--- src/rtl/core_test_harness_pkg.sv ---
// core_test_harness_pkg: shared state encoding, status codes and defaults for the test harness.
package core_test_harness_pkg;
    localparam logic [2:0] ST_HOLD    = 3'd0;
    localparam logic [2:0] ST_RUN     = 3'd1;
    localparam logic [2:0] ST_PASS    = 3'd2;
    localparam logic [2:0] ST_FAIL    = 3'd3;
    localparam logic [2:0] ST_TIMEOUT = 3'd4;
    localparam logic [1:0] STAT_BUSY    = 2'b00;
    localparam logic [1:0] STAT_PASS    = 2'b01;
    localparam logic [1:0] STAT_FAIL    = 2'b10;
    localparam logic [1:0] STAT_TIMEOUT = 2'b11;
    localparam int TOHOST_REG_DEFAULT = 31;
    function automatic logic [1:0] state_status(input logic [2:0] s);
        return s == ST_PASS ? STAT_PASS : s == ST_FAIL ? STAT_FAIL :
               s == ST_TIMEOUT ? STAT_TIMEOUT : STAT_BUSY;
    endfunction
endpackage

--- src/rtl/core_test_harness_sig_fifo.sv ---
// sig_fifo: signature FIFO with extra pointer bit for full/empty; push while full is accepted only alongside a pop.
module sig_fifo #(
    parameter int WIDTH = 37,
    parameter int DEPTH = 16
)(
    input  logic             clk,
    input  logic             rst_n,
    input  logic             push,
    input  logic             pop,
    input  logic [WIDTH-1:0] wr_data,
    output logic [WIDTH-1:0] rd_data,
    output logic             full,
    output logic             empty
);
    localparam int AW = $clog2(DEPTH);
    logic [AW:0] wr_q, wr_d, rd_q, rd_d;
    logic [WIDTH-1:0] mem_q [DEPTH];
    logic do_push, do_pop;
    always_comb begin
        empty = wr_q == rd_q;
        full = (wr_q[AW] != rd_q[AW]) && (wr_q[AW-1:0] == rd_q[AW-1:0]);
        do_pop = pop && !empty;
        do_push = push && (!full || do_pop);
        wr_d = do_push ? wr_q + 1'b1 : wr_q;
        rd_d = do_pop ? rd_q + 1'b1 : rd_q;
        rd_data = mem_q[rd_q[AW-1:0]];
    end
    always_ff @(posedge clk or negedge rst_n) begin
        if (!rst_n) begin
            wr_q <= '0;
            rd_q <= '0;
        end else begin
            wr_q <= wr_d;
            rd_q <= rd_d;
        end
    end
    always_ff @(posedge clk) begin
        if (do_push) mem_q[wr_q[AW-1:0]] <= wr_data;
    end
endmodule

--- src/rtl/core_test_harness.sv ---
// core_test_harness: holds the core in reset, watches writebacks for tohost/timeout and records a signature FIFO.
module core_test_harness
    import core_test_harness_pkg::*;
#(
    parameter int XLEN       = 32,
    parameter int DEPTH      = 16,
    parameter int RST_CYCLES = 2,
    parameter int MAX_CYCLES = 1000,
    parameter int TOHOST_REG = TOHOST_REG_DEFAULT
)(
    input  logic            clk,
    input  logic            rst,
    output logic            core_rst,
    input  logic            wb_valid,
    input  logic [4:0]      wb_rd,
    input  logic [XLEN-1:0] wb_data,
    output logic            sig_valid,
    input  logic            sig_ready,
    output logic [XLEN+4:0] sig_data,
    output logic [1:0]      status,
    output logic            done,
    output logic [31:0]     cycle_count,
    output logic [31:0]     retire_count,
    output logic            overflow
);
    localparam logic [4:0]  TOHOST    = 5'(TOHOST_REG);
    localparam logic [31:0] HOLD_LAST = 32'(RST_CYCLES - 1);
    localparam logic [31:0] CYC_LAST  = 32'(MAX_CYCLES - 1);
    logic [2:0] state_q, state_d;
    logic [31:0] hold_q, hold_d, cycle_q, cycle_d, retire_q, retire_d;
    logic overflow_q, overflow_d;
    logic run, wb_run, term, push, pop, full, empty;
    always_comb begin
        run = state_q == ST_RUN;
        wb_run = run && wb_valid;
        term = wb_run && wb_rd == TOHOST && wb_data != '0;
        push = wb_run && wb_rd != 5'd0;
        pop = !empty && sig_ready && state_q != ST_HOLD;
        hold_d = state_q == ST_HOLD ? hold_q + 32'd1 : hold_q;
        // the timeout cycle itself does not advance the count, so it freezes at MAX_CYCLES-1
        cycle_d = (run && cycle_q != CYC_LAST) ? cycle_q + 32'd1 : cycle_q;
        retire_d = (wb_run && retire_q != '1) ? retire_q + 32'd1 : retire_q;
        overflow_d = overflow_q || (push && full && !pop);
        state_d = state_q;
        if (state_q == ST_HOLD && hold_q == HOLD_LAST) state_d = ST_RUN;
        else if (term) state_d = wb_data == XLEN'(1) ? ST_PASS : ST_FAIL;
        else if (run && cycle_q == CYC_LAST) state_d = ST_TIMEOUT;
    end
    always_ff @(posedge clk or negedge rst) begin
        if (!rst) begin
            state_q <= ST_HOLD;
            hold_q <= '0;
            cycle_q <= '0;
            retire_q <= '0;
            overflow_q <= 1'b0;
        end else begin
            state_q <= state_d;
            hold_q <= hold_d;
            cycle_q <= cycle_d;
            retire_q <= retire_d;
            overflow_q <= overflow_d;
        end
    end
    sig_fifo #(.WIDTH(XLEN + 5), .DEPTH(DEPTH)) u_fifo (
        .clk(clk),
        .rst_n(rst),
        .push(push),
        .pop(pop),
        .wr_data({wb_rd, wb_data}),
        .rd_data(sig_data),
        .full(full),
        .empty(empty)
    );
    assign core_rst = state_q != ST_HOLD;
    assign status = state_status(state_q);
    assign done = status != STAT_BUSY;
    assign sig_valid = !empty;
    assign cycle_count = cycle_q;
    assign retire_count = retire_q;
    assign overflow = overflow_q;
endmodule

--- config.mk ---
export PLATFORM = sky130hd
export DESIGN_NAME = core_test_harness
export DESIGN_NICKNAME = d
export VERILOG_FILES = /design/src/rtl/core_test_harness_pkg.sv /design/src/rtl/core_test_harness_sig_fifo.sv /design/src/rtl/core_test_harness.sv
export SDC_FILE = /design/constraint.sdc
export NUM_CORES = 1
export LEC_CHECK = 0
export CAP_MARGIN = 10
export CELL_PAD_IN_SITES_DETAIL_PLACEMENT = 0
export CELL_PAD_IN_SITES_GLOBAL_PLACEMENT = 1
export CORE_ASPECT_RATIO = 1.4
export CORE_MARGIN = 10
export CORE_UTILIZATION = 30
export CTS_CLUSTER_SIZE = 16
export DETAILED_ROUTE_END_ITERATION = 12
export MAX_ROUTING_LAYER = met4
export PLACE_DENSITY_LB_ADDON = 0.1
export REMOVE_ABC_BUFFERS = 1
export SYNTH_ARGS = -nofsm -noshare
export SYNTH_HDL_FRONTEND = slang
export SYNTH_HIERARCHICAL = 1
export SYNTH_SLANG_ARGS = --single-unit
--- constraint.sdc ---
create_clock -name clk -period 4.4 [get_ports clk]
set_clock_uncertainty 0.05 [all_clocks]
set_input_delay 1.1 -clock clk [delete_from_list [all_inputs] [get_ports clk]]
set_output_delay 1.1 -clock clk [all_outputs]
set_load 0.05 [all_outputs]
# --- Yosys cells after proc, flatten, opt, wreduce, memory -nomap -nowiden ---
# Memory sizes are Yosys's and may differ from the RTL's.
# Index checks and enable logic that the tools add are counted.
word_totals:
  reg_bits: 110
  latch_bits: 0
  ramBits: 592
  romBits: 0
  mem_count: 1
op_classes:
  n_addsub: 5
  mul: 0
  div_mod_pow: 0
  n_lt_le_gt_ge: 0
  eq_ne: 13
  n_shift: 0
  muxes: 9
  n_bitwise: 0
  n_reduce_logical: 26
memory_table:
  columns: ["memory", "depth", "width", "rd", "rd_clocked_by_memory_dff", "wr", "line_no", "text"]
  rows:
  - ["u_fifo.mem_q", 16, 37, 1, 0, 1, "core_test_harness_sig_fifo.sv:17", "logic [WIDTH-1:0] mem_q [DEPTH];"]
op_table:
  columns: ["op", "count"]
  rows:
  - ["32-bit by 1-bit adder with 32-bit output (second input constant)", 3]
  - ["32-bit by 1-bit equality test with 1-bit output (second input constant)", 2]
  - ["32-bit by 10-bit equality test with 1-bit output (second input constant)", 1]
  - ["32-bit by 10-bit inequality test with 1-bit output (second input constant)", 1]
  - ["32-bit inequality test (second input constant)", 1]
  - ["32-bit nonzero test", 1]
  - ["1-bit logical AND", 15]
  - ["5-bit by 1-bit adder with 5-bit output (second input constant)", 2]
  - ["3-bit two-way mux", 3]
  - ["3-bit by 2-bit equality test with 1-bit output (second input constant)", 2]
  - ["2-bit two-way mux", 3]
  - ["3-bit nonzero test", 2]
  - ["5-bit equality test", 1]
  - ["5-bit equality test (second input constant)", 1]
  - ["5-bit nonzero test", 1]
  - ["4-bit equality test", 1]
  - ["3-bit by 1-bit equality test with 1-bit output (second input constant)", 1]
  - ["3-bit equality test (second input constant)", 1]
  - ["1-bit logical NOT", 3]
  - ["3-bit logical NOT", 1]
  - ["1-bit two-way mux", 3]
  - ["1-bit logical OR", 2]
  - ["2-bit nonzero test", 1]
  - ["1-bit inequality test", 1]

# --- Logic depth before layout (Yosys ltp) ---
# Gate-level depths: netlist of run 1.
depth:
  depth_word: 9
  depth_mapped: 12
  depth_no_buf: 10

# --- Modules after synthesis ---
# Netlist of run 1, hierarchy kept.
by_module_without_submodules:
  columns: ["module", "instances", "cells_per_inst", "area_each_um2"]
  rows:
  - ["sig_fifo", 1, 976, 22808.1]
  - ["core_test_harness", 1, 482, 4957.3]

# --- Least setup slack after synthesis of run 1 ---
# OpenSTA, ideal clock, no wires.
synth_path:
  kind: "reg2reg"
  startpoint: "register u_fifo.wr_q[2]"
  endpoint: "memory u_fifo.mem_q[11][0], enable pin"
  setup_ns: 0.485
  arrival_time_ns: 4.594
  required_time_ns: 3.865
  slack_ns: -0.729
  path_stages_with_launch: 11
  period_less_slack_ns: 5.129
  cell_sequence: "dfrtp_1 buf_2 xnor2_1 nand4_2 or2_1 inv_1 inv_1 nand3_1 inv_1 o311ai_4 nor3b_1"
synth_between:
  elab_chain_len: 9
synth_rtl:
  columns: ["element", "line_no", "text"]
  rows:
  - ["start: declaration", "core_test_harness_sig_fifo.sv:16", "logic [AW:0] wr_q, wr_d, rd_q, rd_d;"]
  - ["start signal: assignment", "core_test_harness_sig_fifo.sv:33", "wr_q <= wr_d;"]
  - ["5-bit equality test", "core_test_harness_sig_fifo.sv:20", "empty = wr_q == rd_q;"]
  - ["via empty", "core_test_harness.sv:32", "logic run, wb_run, term, push, pop, full, empty;"]
  - ["1-bit logical NOT", null, null]
  - ["via sig_valid", "core_test_harness.sv:17", "output logic sig_valid,"]
  - ["1-bit logical AND (2 in a row)", "core_test_harness.sv:38", "pop = !empty && sig_ready && state_q != ST_HOLD;"]
  - ["via pop", "core_test_harness.sv:32", null]
  - ["1-bit logical AND", "core_test_harness_sig_fifo.sv:22", "do_pop = pop && !empty;"]
  - ["1-bit logical OR", "core_test_harness_sig_fifo.sv:23", "do_push = push && (!full || do_pop);"]
  - ["1-bit logical AND", "core_test_harness_sig_fifo.sv:23", null]
  - ["1-bit two-way mux", "core_test_harness_sig_fifo.sv:38", "if (do_push) mem_q[wr_q[AW-1:0]] <= wr_data;"]
  - ["1-bit two-way mux (not written as such)", "core_test_harness_sig_fifo.sv:38", null]
  - ["end: declaration", "core_test_harness_sig_fifo.sv:17", null]
# The timed path passes the listed nets, and every way through them passes these cells.

# --- Final worst setup path of run 1 ---
layout_path:
  startpoint: "register u_fifo.rd_q[0]"
  endpoint: "output sig_data[23]"
layout_between:
  elab_chain_len: 1
layout_rtl:
  columns: ["element", "line_no", "text"]
  rows:
  - ["start: declaration", "core_test_harness_sig_fifo.sv:16", null]
  - ["start signal: assignment", "core_test_harness_sig_fifo.sv:34", "rd_q <= rd_d;"]
  - ["memory 16 x 37 bit", null, null]
  - ["end: declaration", "core_test_harness.sv:19", "output logic [XLEN+4:0] sig_data,"]
# No other way between the ends.

==> results of run 1 <==
placed cells by master, fill, tap and decap left out, types with 4 or more instances in the layout:
cell type / n
edfxtp_1: 592
nor3_1: 20
buf_12: 19
clkbuf_16: 77
buf_4: 68
bufinv_16: 9
nand4_1: 36
diode_2: 4
and4_1: 9
a22oi_1: 74
and3_1: 21
nand2_1: 87
mux4_2: 148
nand3_1: 34
clkdlybuf4s50_1: 109
nor4_1: 28
and2_1: 6
ha_1: 9
and3_2: 12
clkinv_1: 8
xnor2_1: 65
xor2_1: 39
dlygate4sd2_1: 34
inv_1: 18
clkbuf_1: 17
a21oi_1: 5
dfrtp_1: 108
clkinv_2: 10
nor2_1: 34
through the flow:
step	utilization (%)	std cells
floorplan	-	1401
global placement	34.0	2839
detailed placement	34.0	2839
CTS	36.7	2973
global route	36.7	2977
finish	36.7	2977
power by group:
part | switching [W] | internal (W) | leakage, nW
clock network | 0.00265 | 0.00377 | 1.20
logic | 0.00436 | 0.00256 | 3.49
registers | 0.000357 | 0.00768 | 6.80
total | 0.00737 | 0.0140 | 11.5
kinds of logic (layout without fill, tap and decap cells):
kind of cell | count (synthesis) | count (layout) | share of synthesized area (%)
AND/OR/NAND/NOR | 320 | 320 | 6.15
multiplexers | 153 | 153 | 12.2
XOR/XNOR | 104 | 104 | 3.28
buffers and inverters | 75 | 384 | 1.39
flip-flops | 702 | 702 | 73.9
other | 0 | 4 | 0
AO/OA/AOI/OAI | 95 | 95 | 2.63
adder cells (fa/ha/maj) | 9 | 9 | 0.406
worst paths after layout:
check,from,to,slack [ps],cells past startpoint
min in group asynchronous,rst,retire_count[7]$_DFFE_PN0P_,440,1
setup reg to reg,u_fifo/rd_q[0]$_DFFE_PN0P_,u_fifo/mem_q[9][27]$_DFFE_PP_,780,11
hold reg to reg,overflow$_DFF_PN0_,overflow$_DFF_PN0_,430,1
setup / recovery,u_fifo/rd_q[0]$_DFFE_PN0P_,sig_data[23],170,5
max in group asynchronous,rst,hold_q[25]$_DFFE_PN0P_,3110,2
hold / removal,overflow$_DFF_PN0_,overflow$_DFF_PN0_,430,1
timing repair:
item / CTS / global route
buffers inserted: 1 / 0
hold endpoints to repair: 0 / 0
setup endpoints to repair: 36 / 2
gates resized for setup: 34 / 2
sequential cells by signal, indices dropped and copies added (netlist names):
| name | cells |
|---|---|
| u_fifo/mem_q | 592 |
| cycle_count | 32 |
| hold_q | 32 |
| retire_count | 32 |
| u_fifo/rd_q | 5 |
| u_fifo/wr_q | 5 |
| state_q | 3 |
| overflow | 1 |
per-layer routing:
metal	vias up	wire length (um)
met5	-	0
met4	0	1390
met3	90	3070
met2	279	40900
met1	7757	31300
li1	6421	-
critical path, delay by kind of cell (launching register included):
kind                   cells  cell delay [ps]
AO/OA/AOI/OAI              1              190
buffers and inverters      2              960
flip-flops                 1              620
multiplexers               1              520
AND/OR/NAND/NOR            1              130
area by class of cell:
cell class | count | area [um^2] | area share, %
flip-flops and latches | 702 | 20500 | 60.7
well taps | 1206 | 1510 | 4.46
multi-input cells | 681 | 6910 | 20.4
repair buffers | 233 | 2320 | 6.85
inverters | 18 | 67.6 | 0.200
diodes | 4 | 10.0 | 0.0296
clock buffers | 95 | 2000 | 5.93
clock inverters | 38 | 465 | 1.38
==> flow_summary_export.csv, run 1 <==
group,metric,value,unit
sta,setup_viol,0,
finish,area_growth,21.8,%
worst_setup_path,critical_path.max_stage_delay,720,ps
placed_design,place_congestion,0.722,
worst_setup_path,crit_path_start_kind,"flop",
floorplan,dieArea,0.105,mm^2
sta,max_slew_margin,48.5,%
sta,rsz0062_at_grt,"no",
global_route,grt_antenna_before_repair,6,
synth,synth_most_common_cell,"edfxtp_1",
cts,clkSinkCount,702,
sta,worst_pin_slew,770,ps
worst_setup_path,path_cells,"buf_4 -> mux4_2 -> a22oi_1 -> nand2_1 -> clkdlybuf4s50_1",
worst_setup_path,worst_setup_path_end_kind,"output port",
finish,fin_area,0.0338,mm^2
worst_setup_path,crit_path_max_fanout,13,
synth,netlist_instances,1458,
power,p_per_area,632,mW/mm^2
worst_setup_path,worstPathArrival,3080,ps
cts,cts_buffer_depth,3,
global_route,grt_start_max_net_pins,51,
detailed_routing,wl_per_cell,25.8,um
floorplan,boundaryPins,148,
worst_setup_path,timing_worst_setup_path_type,"reg2out",
finish,drive_above_1_share,21.6,%
cts,clk_latency,640,ps
synth,yosys_warnings,6,
power,ir_worst_vdd,317,uV
cts,cts-root-buf,"clkbuf_16",
detailed_routing,dr.pass1.iters,4,
cts,htreeDepth,3,
global_route,grt_pass1_wl,112000,um
synth,async_flop_share,15.7,%
cts,ctsHoldBuffers,0,
floorplan,num_rows,132,
finish,fill_cells,8622,
detailed_routing,routed_via_density,4.89,
synth,synth_area_leaders,"edfxtp_1 (64%), mux4_2 (12%), dfrtp_1 (9.9%), xnor2_1 (2.1%), a22oi_1 (2.0%)",
global_route,track_usage,14.8,%
floorplan,die_w,277,um
synth,synth_cell_types,54,
finish,nets,1760,
synth,synth-edff-count,592,
placed_design,placed_cell_area,0.0314,mm^2
sta,fin_crit,4230,ps
global_route,use_met3,2.88,%
worst_hold_path,hp-class,"reg2reg",
global_route,grtUsageMet2,25.9,%
sta,hold_ws,433,ps
sta,fmax,237,MHz
synth,synth-seq-area-share,73.9,%
power,total_power,0.0214,W
global_route,grt_pass1_vias,15800,
sta,setup_tns,0,ps
flow_run,drv_cap,0,
placed_design,dp_hpwl,46600,um
sta,timing.final.crit_share,96.1,%
detailed_routing,wl,76700,um
worst_setup_path,crit_required,3250,ps
global_route,grt-ovfl-total,0,
detailed_routing,initialDrtViolationCount,931,
synth,synth_flop_cell,"edfxtp_1",
detailed_routing,postRouteAntennaNets,0,
floorplan,die_h,380,um
global_route,met1_usage,17.1,%
floorplan,start_util,30.1,%
synth,synth_top_cells_by_count,"edfxtp_1 (592), mux4_2 (148), dfrtp_1 (110)",
power,p_leak,11.5,nW
floorplan,core_area,0.0922,mm^2
worst_setup_path,worst_path_max_delay_cell,"clkdlybuf4s50_1",
synth,yosys_register_bits,702,
placed_design,place_ws,7.11,ps
sta,fin_ws,173,ps
synth,syn_area_per_cell,19.0,um^2
detailed_routing,vias,14500,
cts,tritoncts,"built",
run_status,status,"completed",
global_route,gr-max-usage-layer,"met2",
synth,synth_area_leader_cell,"edfxtp_1",
cts,numCtsBuffers,74,
synth,netlist.area_leader.share,64.0,%
sta,drv_slew,0,
sta,final-hold-violation-count,0,
synth,syn_area,0.0278,mm^2
cts,clk_pin_slew,60,ps
detailed_routing,route.detailed.drc,0,
placed_design,port_buffers,147,
(Power assumes the default switching activity.)
==> run 2: changes to the inputs <==
Settings changed: CORE_ASPECT_RATIO 1.4 to 0.9.
==> flow_summary_export.csv, run 2 (same netlist as run 1, synthesis figures left out) <==
group,metric,value,unit
run_status,status,"completed",
finish,layout_commonest_cell,"edfxtp_1",
floorplan,die_h,309,um
detailed_routing,initialDrtViolationCount,1176,
sta,max_slew_margin,39.6,%
worst_setup_path,reg2reg_slack,750,ps
finish,fin_cells,3034,
sta,setup_viol,0,
floorplan,core_area,0.0914,mm^2
global_route,grt_antenna_before_repair,6,
power,p_leak,11.7,nW
power,p_sw_share,34.2,%
finish,largest_reg_flops,592,
finish,nets,1782,
cts,tritoncts,"built",
worst_setup_path,rr_worst_depth,12,
detailed_routing,routed_via_density,4.89,
global_route,grt_pass1_wl,115000,um
detailed_routing,route.detailed.drc,0,
floorplan,start_util,30.4,%
global_route,grt_start_max_net_pins,57,
power,p_per_area,643,mW/mm^2
cts,htreeDepth,3,
global_route,grt_pass1_vias,16000,
sta,timing.final.crit_share,96.6,%
sta,drv_slew,0,
global_route,track_usage,15.3,%
cts,clkSinkCount,702,
worst_setup_path,crit_required,3250,ps
power,seqPwrFrac,36.3,%
worst_setup_path,worst_setup_path_end_kind,"output port",
sta,fmax,235,MHz
placed_design,placedCellCount,2875,
worst_setup_path,timing_worst_setup_path_type,"reg2out",
finish,area_growth,23.5,%
floorplan,die_w,341,um
finish,drive_above_1_share,23.2,%
cts,cts-root-buf,"clkbuf_16",
worst_setup_path,rr_endpoint,"u_fifo/mem_q[12][5]$_DFFE_PP_",
floorplan,num_rows,105,
worst_setup_path,cp-endpoint,"sig_data[9]",
sta,worst_pin_slew,897,ps
sta,fin_crit,4250,ps
power,p_int,0.0145,W
floorplan,dieArea,0.105,mm^2
placed_design,port_buffers,147,
power,clkPwrFrac,30.4,%
sta,final-hold-violation-count,0,
worst_hold_path,hp-class,"reg2reg",
worst_setup_path,reg2reg_from,"u_fifo/rd_q[0]$_DFFE_PN0P_",
cts,clk_latency,630,ps
cts,cts_buffer_depth,3,
power,ir_worst_vdd,337,uV
cts,ctsHoldBuffers,0,
global_route,grt-ovfl-total,0,
flow_run,drv_cap,0,
detailed_routing,wl_per_cell,25.7,um
worst_setup_path,worstPathArrival,3100,ps
finish,finish.utilization,37.5,%
finish,final_cell_mix,"edfxtp_1 (592), mux4_2 (148), clkdlybuf4s50_1 (115)",
power,switching_power,0.00754,W
detailed_routing,wl,78000,um
worst_setup_path,crit_path_start_kind,"flop",
sta,fin_ws,149,ps
detailed_routing,dr.pass1.iters,5,
sta,rsz0062_at_grt,"no",
cts,numCtsBuffers,80,
placed_design,dp_hpwl,46400,um
floorplan,boundaryPins,148,
placed_design,place_ws,406,ps
cts,clk_pin_slew,60,ps
placed_design,place_congestion,0.756,
power,power_frac_comb,33.2,%
worst_setup_path,crit_path_max_fanout,37,
finish,fill_cells,8563,
detailed_routing,postRouteAntennaNets,0,
worst_setup_path,startpoint,"u_fifo/rd_q[1]$_DFFE_PN0P_",
power,total_power,0.0220,W
detailed_routing,vias,14800,
-- run 2: worst max-delay path, stage by stage (launching register included) --
cell             delay, ps
dfrtp_4                570
buf_12                 250
buf_12                 300
mux4_2                 340
a22oi_1                210
nand2_1                 70
clkdlybuf4s50_1        700
-- run 2: worst min-delay path by stage --
| stage | slack (ps) | to | depth (start not counted) | startpoint |
|---|---|---|---|---|
| 6_report | 430 | hold_q[31]$_DFFE_PN0P_ | 1 | hold_q[31]$_DFFE_PN0P_ |
| 4_1_cts | 430 | hold_q[31]$_DFFE_PN0P_ | 1 | hold_q[31]$_DFFE_PN0P_ |
| 3_3_place_gp | 420 | hold_q[31]$_DFFE_PN0P_ | 1 | hold_q[31]$_DFFE_PN0P_ |
| 5_1_grt | 460 | hold_q[31]$_DFFE_PN0P_ | 1 | hold_q[31]$_DFFE_PN0P_ |
| 3_5_place_dp | 420 | hold_q[31]$_DFFE_PN0P_ | 1 | hold_q[31]$_DFFE_PN0P_ |
| 2_1_floorplan | 390 | hold_q[31]$_DFFE_PN0P_ | 1 | hold_q[31]$_DFFE_PN0P_ |
-- run 2: area by class of cell --
cell class,count,area (um^2),share of cell area (%)
antenna,6,15.0,0.0438
clock buffer,98,2120,6.19
clock inverter,50,508,1.48
inverter,18,67.6,0.197
multi-input combinational,681,6910,20.2
sequential,702,20500,59.9
tap,1230,1540,4.49
timing repair buffer,249,2580,7.52
-- run 2: through the flow --
step                TNS (ps)  cell area [um^2]  hold WS [ps]
finish                     0             34300           425
global route               0             34300           456
CTS                        0             34200           433
detailed placement         0             31600           421
global placement           0             31600           420
floorplan           -3022290             27400           393
-- run 2: layer usage --
layer / share of wire [%] / global-route usage, % / vias to the layer above / wire (um)
met2: 49 / 24.6 / 320 / 38000
met4: 1.9 / 3.31 / 0 / 1450
met1: 45 / 19.7 / 7922 / 34900
met3: 4.7 / 3.39 / 107 / 3680
met5: 0 / - / - / 0
li1: - / - / 6481 / -
-- run 2: timing repair --
item	4_1_cts	5_1_grt
setup buffers	4	0
gates resized for setup	10	10
setup endpoints to repair	27	10
-- run 2: power groups by stage --
stage / Sequential (W) / Combinational, W / Clock [W]
floorplan: 0.00864 / 0.00419 / 0
global placement: 0.00821 / 0.00745 / 0
global route: 0.00805 / 0.00784 / 0.00722
detailed placement: 0.00821 / 0.00745 / 0
finish: 0.00800 / 0.00732 / 0.00670
CTS: 0.00801 / 0.00754 / 0.00692
